==> config.mk <==
export PLATFORM = sky130hd
export DESIGN_NAME = mpack_arbiter2_flat
export DESIGN_NICKNAME = d
export VERILOG_FILES = /design/src/rtl/mpack_pkg.sv /design/src/rtl/mpack_arbiter2_if.sv /design/src/rtl/mpack_rr_pick.sv /design/src/rtl/mpack_arbiter2.sv /design/src/flat_wrapper.sv
export SDC_FILE = /design/constraint.sdc
export NUM_CORES = 1
export LEC_CHECK = 0
export ABC_CLOCK_PERIOD_IN_PS = 5800
export CAP_MARGIN = 20
export CELL_PAD_IN_SITES_DETAIL_PLACEMENT = 1
export CELL_PAD_IN_SITES_GLOBAL_PLACEMENT = 2
export CORE_UTILIZATION = 12
export CTS_BUF_LIST = sky130_fd_sc_hd__clkbuf_4
export DETAILED_ROUTE_END_ITERATION = 7
export PLACE_DENSITY_LB_ADDON = 0.1
export SYNTH_ARGS = -nofsm -noshare
export SYNTH_HDL_FRONTEND = slang
export SYNTH_HIERARCHICAL = 1
export SYNTH_SLANG_ARGS = --single-unit
==> constraint.sdc <==
create_clock -name clk -period 5.8 [get_ports clk]
set_clock_uncertainty 0.15 [all_clocks]
set_input_delay 1.16 -clock clk [delete_from_list [all_inputs] [get_ports clk]]
set_output_delay 1.16 -clock clk [all_outputs]
set_load 0.1 [all_outputs]
==> src/rtl/mpack_pkg.sv <==
// mpack_pkg: shared definitions for the pico-pack memory bus.
//   fwd (69b) = {wdata[68:37], wstrb[36:33], valid[32], addr[31:0]}
//   ret (33b) = {ready[32], rdata[31:0]}
// Also holds the arbiter state type and a response-packing helper.
package mpack_pkg;

    localparam int FWD_W     = 69;
    localparam int RET_W     = 33;
    localparam int ADDR_LSB  = 0;
    localparam int VALID_BIT = 32;
    localparam int WSTRB_LSB = 33;
    localparam int WDATA_LSB = 37;
    localparam int READY_BIT = 32;

    typedef enum logic [1:0] {
        IDLE  = 2'd0,
        GRANT = 2'd1,
        DONE  = 2'd2
    } arb_state_e;

    function automatic logic [RET_W-1:0] mk_ret(input logic ready, input logic [31:0] rdata);
        logic [RET_W-1:0] r;
        r            = '0;
        r[READY_BIT] = ready;
        r[31:0]      = rdata;
        return r;
    endfunction

endpackage

==> src/rtl/mpack_arbiter2_if.sv <==
// mpack_arbiter2_if: bundle of the two-master / one-slave bus signals.
//   m0_fwd/m1_fwd : master requests          m0_ret/m1_ret : master responses
//   s_fwd         : request to shared slave  s_ret         : slave response
//   grant         : one-hot owner (00 idle)  timeout_err   : sticky watchdog flag
//   err_clr       : clears timeout_err
// Modport slave is the arbiter's view; master is the surrounding system's view.
interface mpack_arbiter2_if;
    import mpack_pkg::*;

    logic [FWD_W-1:0] m0_fwd;
    logic [FWD_W-1:0] m1_fwd;
    logic [FWD_W-1:0] s_fwd;
    logic [RET_W-1:0] m0_ret;
    logic [RET_W-1:0] m1_ret;
    logic [RET_W-1:0] s_ret;
    logic [1:0]       grant;
    logic             timeout_err;
    logic             err_clr;

    modport slave (
        input  m0_fwd, m1_fwd, s_ret, err_clr,
        output m0_ret, m1_ret, s_fwd, grant, timeout_err
    );

    modport master (
        output m0_fwd, m1_fwd, s_ret, err_clr,
        input  m0_ret, m1_ret, s_fwd, grant, timeout_err
    );

endinterface

==> src/rtl/mpack_rr_pick.sv <==
// mpack_rr_pick: combinational two-way round-robin pick.
//   req_i[1:0]   : {req1, req0}
//   last_owner_i : 0 = master 0 served last, 1 = master 1 served last
//   pick_o[1:0]  : one-hot winner, 00 when nobody requests
module mpack_rr_pick (
    input  logic [1:0] req_i,
    input  logic       last_owner_i,
    output logic [1:0] pick_o
);

    always_comb begin
        pick_o = '0;
        case (req_i)
            2'b01:   pick_o = 2'b01;
            2'b10:   pick_o = 2'b10;
            // On a tie the master that did not own the bus last wins.
            2'b11:   pick_o = last_owner_i ? 2'b01 : 2'b10;
            default: pick_o = '0;
        endcase
    end

endmodule

==> src/rtl/mpack_arbiter2.sv <==
// mpack_arbiter2: round-robin arbiter letting two pico-pack masters share one
// slave segment. Each access is held until the slave returns ready; a watchdog
// forces completion (rdata = TO_RDATA) after TIMEOUT_CYCLES unanswered cycles.
//   clk, rst : clock, synchronous active-high reset
//   bus      : mpack_arbiter2_if.slave (m0/m1 fwd+ret, s_fwd/s_ret, grant,
//              timeout_err, err_clr)
module mpack_arbiter2
    import mpack_pkg::*;
#(
    parameter int unsigned TIMEOUT_CYCLES = 255,
    parameter int unsigned CNT_W          = 8,
    parameter logic [31:0] TO_RDATA       = 32'hDEADBEEF
) (
    input  logic                clk,
    input  logic                rst,
    mpack_arbiter2_if.slave     bus
);

    localparam logic [CNT_W-1:0] TO_LIM = CNT_W'(TIMEOUT_CYCLES);

    arb_state_e       state_q, state_d;
    logic [1:0]       grant_q, grant_d;
    logic             last_q, last_d;     // 1 = master 1 owned the bus last
    logic [CNT_W-1:0] cnt_q, cnt_d;
    logic             err_q, err_d;

    logic [1:0]       pick;
    logic             s_ready;
    logic [FWD_W-1:0] owner_fwd;

    assign s_ready   = bus.s_ret[READY_BIT];
    assign owner_fwd = grant_q[1] ? bus.m1_fwd : bus.m0_fwd;

    mpack_rr_pick u_pick (
        .req_i        ({bus.m1_fwd[VALID_BIT], bus.m0_fwd[VALID_BIT]}),
        .last_owner_i (last_q),
        .pick_o       (pick)
    );

    always_ff @(posedge clk) begin
        if (rst) begin
            state_q <= IDLE;
            grant_q <= '0;
            last_q  <= 1'b1;
            cnt_q   <= '0;
            err_q   <= 1'b0;
        end else begin
            state_q <= state_d;
            grant_q <= grant_d;
            last_q  <= last_d;
            cnt_q   <= cnt_d;
            err_q   <= err_d;
        end
    end

    always_comb begin
        state_d = state_q;
        grant_d = grant_q;
        last_d  = last_q;
        cnt_d   = cnt_q;
        // The DONE branch below overrides this, so a forced completion wins
        // over a simultaneous clear.
        err_d   = bus.err_clr ? 1'b0 : err_q;
        case (state_q)
            IDLE: begin
                if (pick != 2'b00) begin
                    state_d = GRANT;
                    grant_d = pick;
                    cnt_d   = '0;
                end
            end
            GRANT: begin
                if (s_ready) begin
                    state_d = IDLE;
                    grant_d = '0;
                    last_d  = grant_q[1];
                end else if (cnt_q == TO_LIM) begin
                    state_d = DONE;
                end else begin
                    cnt_d = cnt_q + CNT_W'(1);
                end
            end
            DONE: begin
                state_d = IDLE;
                grant_d = '0;
                last_d  = grant_q[1];
                err_d   = 1'b1;
            end
            default: begin
                state_d = IDLE;
                grant_d = '0;
            end
        endcase
    end

    always_comb begin
        bus.s_fwd  = '0;
        bus.m0_ret = '0;
        bus.m1_ret = '0;
        case (state_q)
            GRANT: begin
                bus.s_fwd = {owner_fwd[WDATA_LSB +: 32], owner_fwd[WSTRB_LSB +: 4],
                             owner_fwd[VALID_BIT], owner_fwd[ADDR_LSB +: 32]};
                if (grant_q[1]) bus.m1_ret = bus.s_ret;
                else            bus.m0_ret = bus.s_ret;
            end
            DONE: begin
                if (grant_q[1]) bus.m1_ret = mk_ret(1'b1, TO_RDATA);
                else            bus.m0_ret = mk_ret(1'b1, TO_RDATA);
            end
            default: ;
        endcase
    end

    assign bus.grant       = grant_q;
    assign bus.timeout_err = err_q;

endmodule

==> src/flat_wrapper.sv <==
// flat-port wrapper written by rule: the top's interface ports become plain ports
module mpack_arbiter2_flat import mpack_pkg::*;
#(
    parameter int unsigned TIMEOUT_CYCLES = 255,
    parameter int unsigned CNT_W          = 8,
    parameter logic [31:0] TO_RDATA       = 32'hDEADBEEF
)
  (clk, rst, bus_m0_fwd, bus_m1_fwd, bus_s_ret, bus_err_clr, bus_m0_ret, bus_m1_ret, bus_s_fwd, bus_grant, bus_timeout_err);
  mpack_arbiter2_if bus_i ();
  input  logic clk;
  input  logic rst;
  input wire logic [$bits(bus_i.m0_fwd)-1:0] bus_m0_fwd;
  input wire logic [$bits(bus_i.m1_fwd)-1:0] bus_m1_fwd;
  input wire logic [$bits(bus_i.s_ret)-1:0] bus_s_ret;
  input wire logic [$bits(bus_i.err_clr)-1:0] bus_err_clr;
  output wire logic [$bits(bus_i.m0_ret)-1:0] bus_m0_ret;
  output wire logic [$bits(bus_i.m1_ret)-1:0] bus_m1_ret;
  output wire logic [$bits(bus_i.s_fwd)-1:0] bus_s_fwd;
  output wire logic [$bits(bus_i.grant)-1:0] bus_grant;
  output wire logic [$bits(bus_i.timeout_err)-1:0] bus_timeout_err;
  assign bus_i.m0_fwd = bus_m0_fwd;
  assign bus_i.m1_fwd = bus_m1_fwd;
  assign bus_i.s_ret = bus_s_ret;
  assign bus_i.err_clr = bus_err_clr;
  assign bus_m0_ret = bus_i.m0_ret;
  assign bus_m1_ret = bus_i.m1_ret;
  assign bus_s_fwd = bus_i.s_fwd;
  assign bus_grant = bus_i.grant;
  assign bus_timeout_err = bus_i.timeout_err;
  mpack_arbiter2 #(.TIMEOUT_CYCLES(TIMEOUT_CYCLES), .CNT_W(CNT_W), .TO_RDATA(TO_RDATA)) u_core (.clk(clk), .rst(rst), .bus(bus_i));
endmodule
==> results of run 1 <==
[where the power goes]
| part | total (mW) | switching [mW] | internal (mW) |
|---|---|---|---|
| registers | 0.122 | 0.0204 | 0.101 |
| logic | 1.19 | 0.867 | 0.325 |
| clock network | 0.0692 | 0.0377 | 0.0314 |
[synth_stat cells (2+ instances only)]
| library cell | number | area share [%] |
|---|---|---|
| nand2b_1 | 3 | 0.79 |
| dfxtp_1 | 14 | 12 |
| nand4_1 | 5 | 1.3 |
| inv_1 | 7 | 1.1 |
| nand2_1 | 7 | 1.1 |
| clkbuf_1 | 6 | 0.94 |
| a211oi_1 | 4 | 1.3 |
| buf_1 | 7 | 1.1 |
| nor2_1 | 83 | 13 |
| and2_1 | 16 | 4.2 |
| nand3_1 | 4 | 0.84 |
| a21oi_1 | 9 | 1.9 |
| nor2b_1 | 2 | 0.52 |
| o21ai_0 | 2 | 0.42 |
| a21o_1 | 42 | 13 |
| o31ai_2 | 2 | 1.0 |
| buf_2 | 13 | 2.7 |
| a41o_1 | 2 | 0.84 |
| ha_1 | 4 | 2.1 |
| mux2i_1 | 71 | 30 |
[cell usage in the layout, fill, tap and decap left out, types with 5 or more instances in the layout]
master,count
dfxtp_1,13
inv_1,7
buf_4,77
a21oi_1,9
a21o_1,42
and2_1,16
nand4_1,5
nand2_1,7
clkdlybuf4s50_1,241
nor2_1,83
mux2i_1,71
[routing by layer]
metal  vias up  GRT usage (%)  part of all wire [%]
li1       1754              -                     -
met1      1702           14.4                    35
met2       167           27.2                    54
met3         6           4.66                   9.7
met4         0           2.21                  0.71
met5         -              0                     0
[kinds of logic (layout without fill, tap and decap cells)]
group | after synthesis | count (layout) | synth area share, %
buf+inv | 37 | 332 | 6.98
flops | 14 | 14 | 11.8
mux | 71 | 71 | 29.8
simple gates | 131 | 131 | 25.3
compound gates | 75 | 75 | 24.0
fa+ha+maj | 4 | 4 | 2.10
other cells | 0 | 1 | 0
[worst min path at each step]
stage	startpoint	endpoint	slack [ps]	cells after the start
2_1_floorplan	u_core/last_q	u_core/last_q	310	2
3_3_place_gp	u_core/bus.timeout_err	u_core/bus.timeout_err	320	2
3_5_place_dp	u_core/bus.timeout_err	u_core/bus.timeout_err	320	2
4_1_cts	u_core/bus.timeout_err	u_core/bus.timeout_err	340	2
5_1_grt	u_core/bus.timeout_err	u_core/bus.timeout_err	360	2
6_report	u_core/bus.timeout_err	u_core/bus.timeout_err	340	2
[cell type report]
class                      instances  area (sq um)  area share [%]
antenna                            1          2.50          0.0445
clock buffer                       4          30.0           0.534
sequential                        14           284            5.05
multi-input combinational        281          1940            34.5
tap                              265           332            5.89
timing repair buffer             319          3010            53.4
inverter                           9          33.8           0.601
[registers in the layout (all words and copies together) (netlist names)]
signal                  count
u_core/bus.grant            2
u_core/bus.timeout_err      1
u_core/cnt_q                8
u_core/last_q               1
u_core/state_q              2
[through the flow]
stage / setup WS [ps] / hold WS (ps) / instances / power (mW)
6_report: 1110 / 336 / 893 / 1.38
4_1_cts: 953 / 341 / 891 / 1.40
3_5_place_dp: 1300 / 324 / 887 / 1.33
2_1_floorplan: 1990 / 312 / 332 / 0.976
3_3_place_gp: 1330 / 324 / 887 / 1.33
5_1_grt: 895 / 365 / 893 / 1.44
[tightest hold or removal path, cell delays in order, from the launching register on]
cell      delay [ps]
dfxtp_1          330
nand2b_1          70
a21oi_1           60
==> results by group, run 1 <==
Yosys
  • Yosys cell types: 49
  • Syn. warnings: 6
  • Cells after Synth: 332
  • Synth Cell Area: 2380 sq um
  • Register area share after synthesis: 11.8%
  • Post-synth ARST share: 0%
  • EDFF count, synth: 0
  • Dominant synthesized flop cell: dfxtp_1
  • Mapped Nets: 510
  • Synth Register Bits: 14
  • Syn avg cell area: 7.18 sq um

Routing
  • Drt pass-1 iters: 4
  • Drt via density: 4.06
  • Avg WL per Cell: 17.1 um
  • Vias: 3629
  • Post-Route WL: 15300 um
  • Drt initial violations: 87
  • DRC viols: 0
  • Post-route antenna net violation count: 0

Hold path
  • HP Class: reg -> reg

Critical path
  • CP startpoint: u_core/state_q[1]
  • Instance count on the critical path: 6
  • Crit-path cells: inv_1 -> ha_1 -> inv_2 -> buf_4 -> nor2_1 -> clkdlybuf4s50_1
  • Critical Path Sink: bus_s_fwd[51]
  • Crit path required time: 4490 ps
  • Slowest CP cell: clkdlybuf4s50_1
  • CP Class: reg -> out
  • Cells on worst reg2reg path: 6
  • End of the worst register-to-register path: u_core/cnt_q[1]
  • Worst r2r src: u_core/state_q[1]
  • Crit path buffers/inverters: 4
  • Worst setup EP type: output port
  • Crit-path max FO: 28
  • Worst R2R Setup Slack: 3400 ps
  • Worst Path Arrival: 3380 ps
  • Slowest stage delay, CP: 1160 ps
  • Top delay family on crit path: buffers and inverters
  • CP startpoint kind: flip-flop

STA
  • Final setup TNS: 0 ps
  • Pins Over Slew Limit: 0
  • Worst Max-Slew Pin Slew: 1030 ps
  • RSZ-0062 raised after global routing: false
  • Max-slew headroom: 31.1%
  • # setup viols final: 0
  • Fin crit share: 80.8%
  • Min Clock Period, post-route: 4690 ps
  • Fin. Hold Viols: 0
  • Fmax: 213 MHz

Floorplanning
  • Total die area: 20400 sq um
  • Initial core utilization: 12.3%
  • # rows: 51
  • DIE WIDTH: 143 um
  • Chip height: 143 um
  • I/O pins: 312
  • Core box area: 19500 sq um

Clock network
  • Max Root-Sink Buffers: 2
  • # Post-CTS Setup Buffers: 0
  • Worst-path clk slew: 100 ps
  • PostCTS Resize Cnt: 0
  • TritonCTS clock tree: done
  • Worst-skew pair later-pin latency: 290 ps
  • Post-CTS Hold Fix Bufs: 0
  • Clk root buf: clkbuf_4
  • Htree depth: 1
  • TritonCTS sink count: 14
  • TritonCTS Buffers: 3

Run status
  • Outcome: finished clean

Finish
  • Area Overhead vs Synth: 136%
  • Share of layout cells above drive strength 1: 14.8%
  • Final Core Density: 28.9%
  • Nets: 806
  • Filler cells: 2339
  • Final instance area: 5630 sq um

Global routing
  • Vias in the first global route: 3732
  • Antenna violations before repair: 1
  • GRT Total Usage: 13.9%
  • Largest net degree at the start of global routing: 52
  • First-pass GRT wire length: 21600 um
  • Remaining Overflow, GRT: 0

Pwr
  • Worst VDD drop: 0.119 mV
  • Leak pwr: 2.52 nW
  • Power Density: 246 nW/um^2

Job
  • Max-cap viol count: 0

Placed design
  • Post-DP HPWL: 12900 um
  • GPL Wtd Cong: 0.716
  • IO Port Bufs: 311
  • Placed instance area: 5580 sq um
Note: power is estimated with default switching activity, not from simulation.
==> inputs of run 2 (changes only) <==
Settings changed: ABC_CLOCK_PERIOD_IN_PS 5800 to 3900, CORE_UTILIZATION 12 to 10.
Clock period 5.8 ns to 3.9 ns, I/O delays scaled along.
==> results by group, run 2 (synthesized netlist as in run 1, its figures left out) <==
Critical path
  • Slowest stage delay, CP: 690 ps
  • Worst setup EP type: output port
  • Crit path required time: 2970 ps
  • Top delay family on crit path: flip-flops
  • Crit-path cells: nand2_1 -> nor2_2 -> buf_4 -> a21o_1 -> buf_12
  • Slowest CP cell: dfxtp_4
  • Worst Path Arrival: 2150 ps
  • Crit-path max FO: 31
  • CP Class: reg -> out
  • CP startpoint kind: flip-flop
  • Crit path buffers/inverters: 2

STA
  • Fin crit share: 79.0%
  • Fmax: 325 MHz
  • Final worst slack: 819 ps
  • Pins Over Slew Limit: 0
  • Max-slew headroom: 34.6%
  • Fin. Hold Viols: 0
  • Final setup TNS: 0 ps
  • Min Clock Period, post-route: 3080 ps
  • RSZ-0062 raised after global routing: false
  • Worst Max-Slew Pin Slew: 978 ps
  • # setup viols final: 0

Finish
  • Commonest cells after routing, fill and taps aside: 174 x clkdlybuf4s50_1, 128 x buf_12, 83 x nor2_1, 71 x mux2i_1, 42 x a21o_1
  • Multi-input logic area: 1940 sq um
  • Share of layout cells above drive strength 1: 25.5%
  • Max FFs per register: 8
  • Area Overhead vs Synth: 199%
  • Biggest register: u_core/cnt_q
  • Nets: 807
  • Filler cells: 2675
  • Commonest non-fill, non-tap cell in the layout: clkdlybuf4s50_1
  • ANT cells: 0
  • Area occupied by registers: 284 sq um
  • Final instance area: 7120 sq um

Routing
  • Avg WL per Cell: 16.6 um
  • Drt pass-1 iters: 4
  • Drt via density: 3.80
  • Post-Route WL: 15700 um
  • Post-route antenna net violation count: 0
  • DRC viols: 0
  • Vias: 3598
  • Drt initial violations: 70

Global routing
  • GRT Total Usage: 12.2%
  • Remaining Overflow, GRT: 0
  • Largest net degree at the start of global routing: 47
  • First-pass GRT wire length: 22600 um
  • Vias in the first global route: 3892
  • Antenna violations before repair: 0

Clock network
  • # Post-CTS Setup Buffers: 0
  • PostCTS Resize Cnt: 0
  • TritonCTS clock tree: done
  • Post-CTS Hold Fix Bufs: 0
  • Clk root buf: clkbuf_4
  • Htree depth: 1
  • Worst-path clk slew: 100 ps
  • Max Root-Sink Buffers: 2
  • TritonCTS Buffers: 3
  • Worst-skew pair later-pin latency: 290 ps
  • TritonCTS sink count: 14

Floorplanning
  • DIE WIDTH: 156 um
  • Core box area: 23400 sq um
  • # rows: 56
  • Initial core utilization: 10.2%
  • I/O pins: 312
  • Chip height: 156 um
  • Total die area: 24500 sq um

Placed design
  • GPL Wtd Cong: 0.712
  • Placed instance area: 7090 sq um
  • Post-placement worst setup slack: 884 ps
  • Post-DP HPWL: 13400 um
  • IO Port Bufs: 311

Pwr
  • Power Density: 337 nW/um^2
  • Worst VDD drop: 0.173 mV
  • Leak pwr: 3.02 nW

Run status
  • Outcome: finished clean

Hold path
  • HP Class: reg -> reg

Job
  • Max-cap viol count: 0
==> run 2: cell types whose count changed in the layout (fill, tap and decap cells not counted) <==
cell,delta
clkbuf_4,-1
clkinv_1,+1
buf_8,-1
buf_12,+128
diode_2,-1
buf_4,-59
clkdlybuf4s50_1,-67
==> run 2: worst min-delay path: cells and delay by family (launching register included) <==
| kind | cells | cell delay (ps) |
|---|---|---|
| flip-flops | 1 | 320 |
| AO/OA/AOI/OAI | 1 | 60 |
| AND/OR/NAND/NOR | 1 | 70 |
==> run 2: path summary, 6_finish.rpt <==
check / from / end / slack, ps / cells past startpoint
hold / removal: u_core/bus.timeout_err / u_core/bus.timeout_err / 340 / 2
hold reg to reg: u_core/bus.timeout_err / u_core/bus.timeout_err / 340 / 2
setup reg to reg: u_core/state_q[0] / u_core/cnt_q[6] / 1770 / 6
setup / recovery: u_core/bus.grant[1] / bus_m1_ret[12] / 820 / 5
==> run 2: power by group <==
part	leakage, nW	internal [mW]	total, mW	switching, mW
sequential	0.114	0.151	0.171	0.0205
combinational	2.89	0.774	2.14	1.37
clock	0.0154	0.0372	0.0903	0.0531
==> run 2: per-stage QoR <==
| step | hold slack [ps] | cells | power (mW) | utilization (%) |
|---|---|---|---|---|
| final | 342 | 947 | 2.40 | 30.4 |
| after global routing | 390 | 947 | 2.49 | 30.4 |
| after CTS | 345 | 947 | 2.43 | 30.4 |
| after detailed placement | 329 | 943 | 2.34 | 30.3 |
| after global placement | 320 | 943 | 2.33 | 30.3 |
| after floorplan | 312 | 332 | 1.45 | - |
==> run 2: final cells by class <==
type / instances / area share (%)
clock buffer: 3 / 0.316
clock inverter: 1 / 0.0527
inverter: 9 / 0.474
multi-input combinational: 281 / 27.2
sequential: 14 / 3.99
tap: 319 / 5.61
timing repair buffer: 320 / 62.3
==> run 2: metal layers <==
layer	track usage, %	wire (um)
met4	2.43	252
met2	24.3	8760
met5	0	0
met1	12.2	5410
met3	3.68	1270
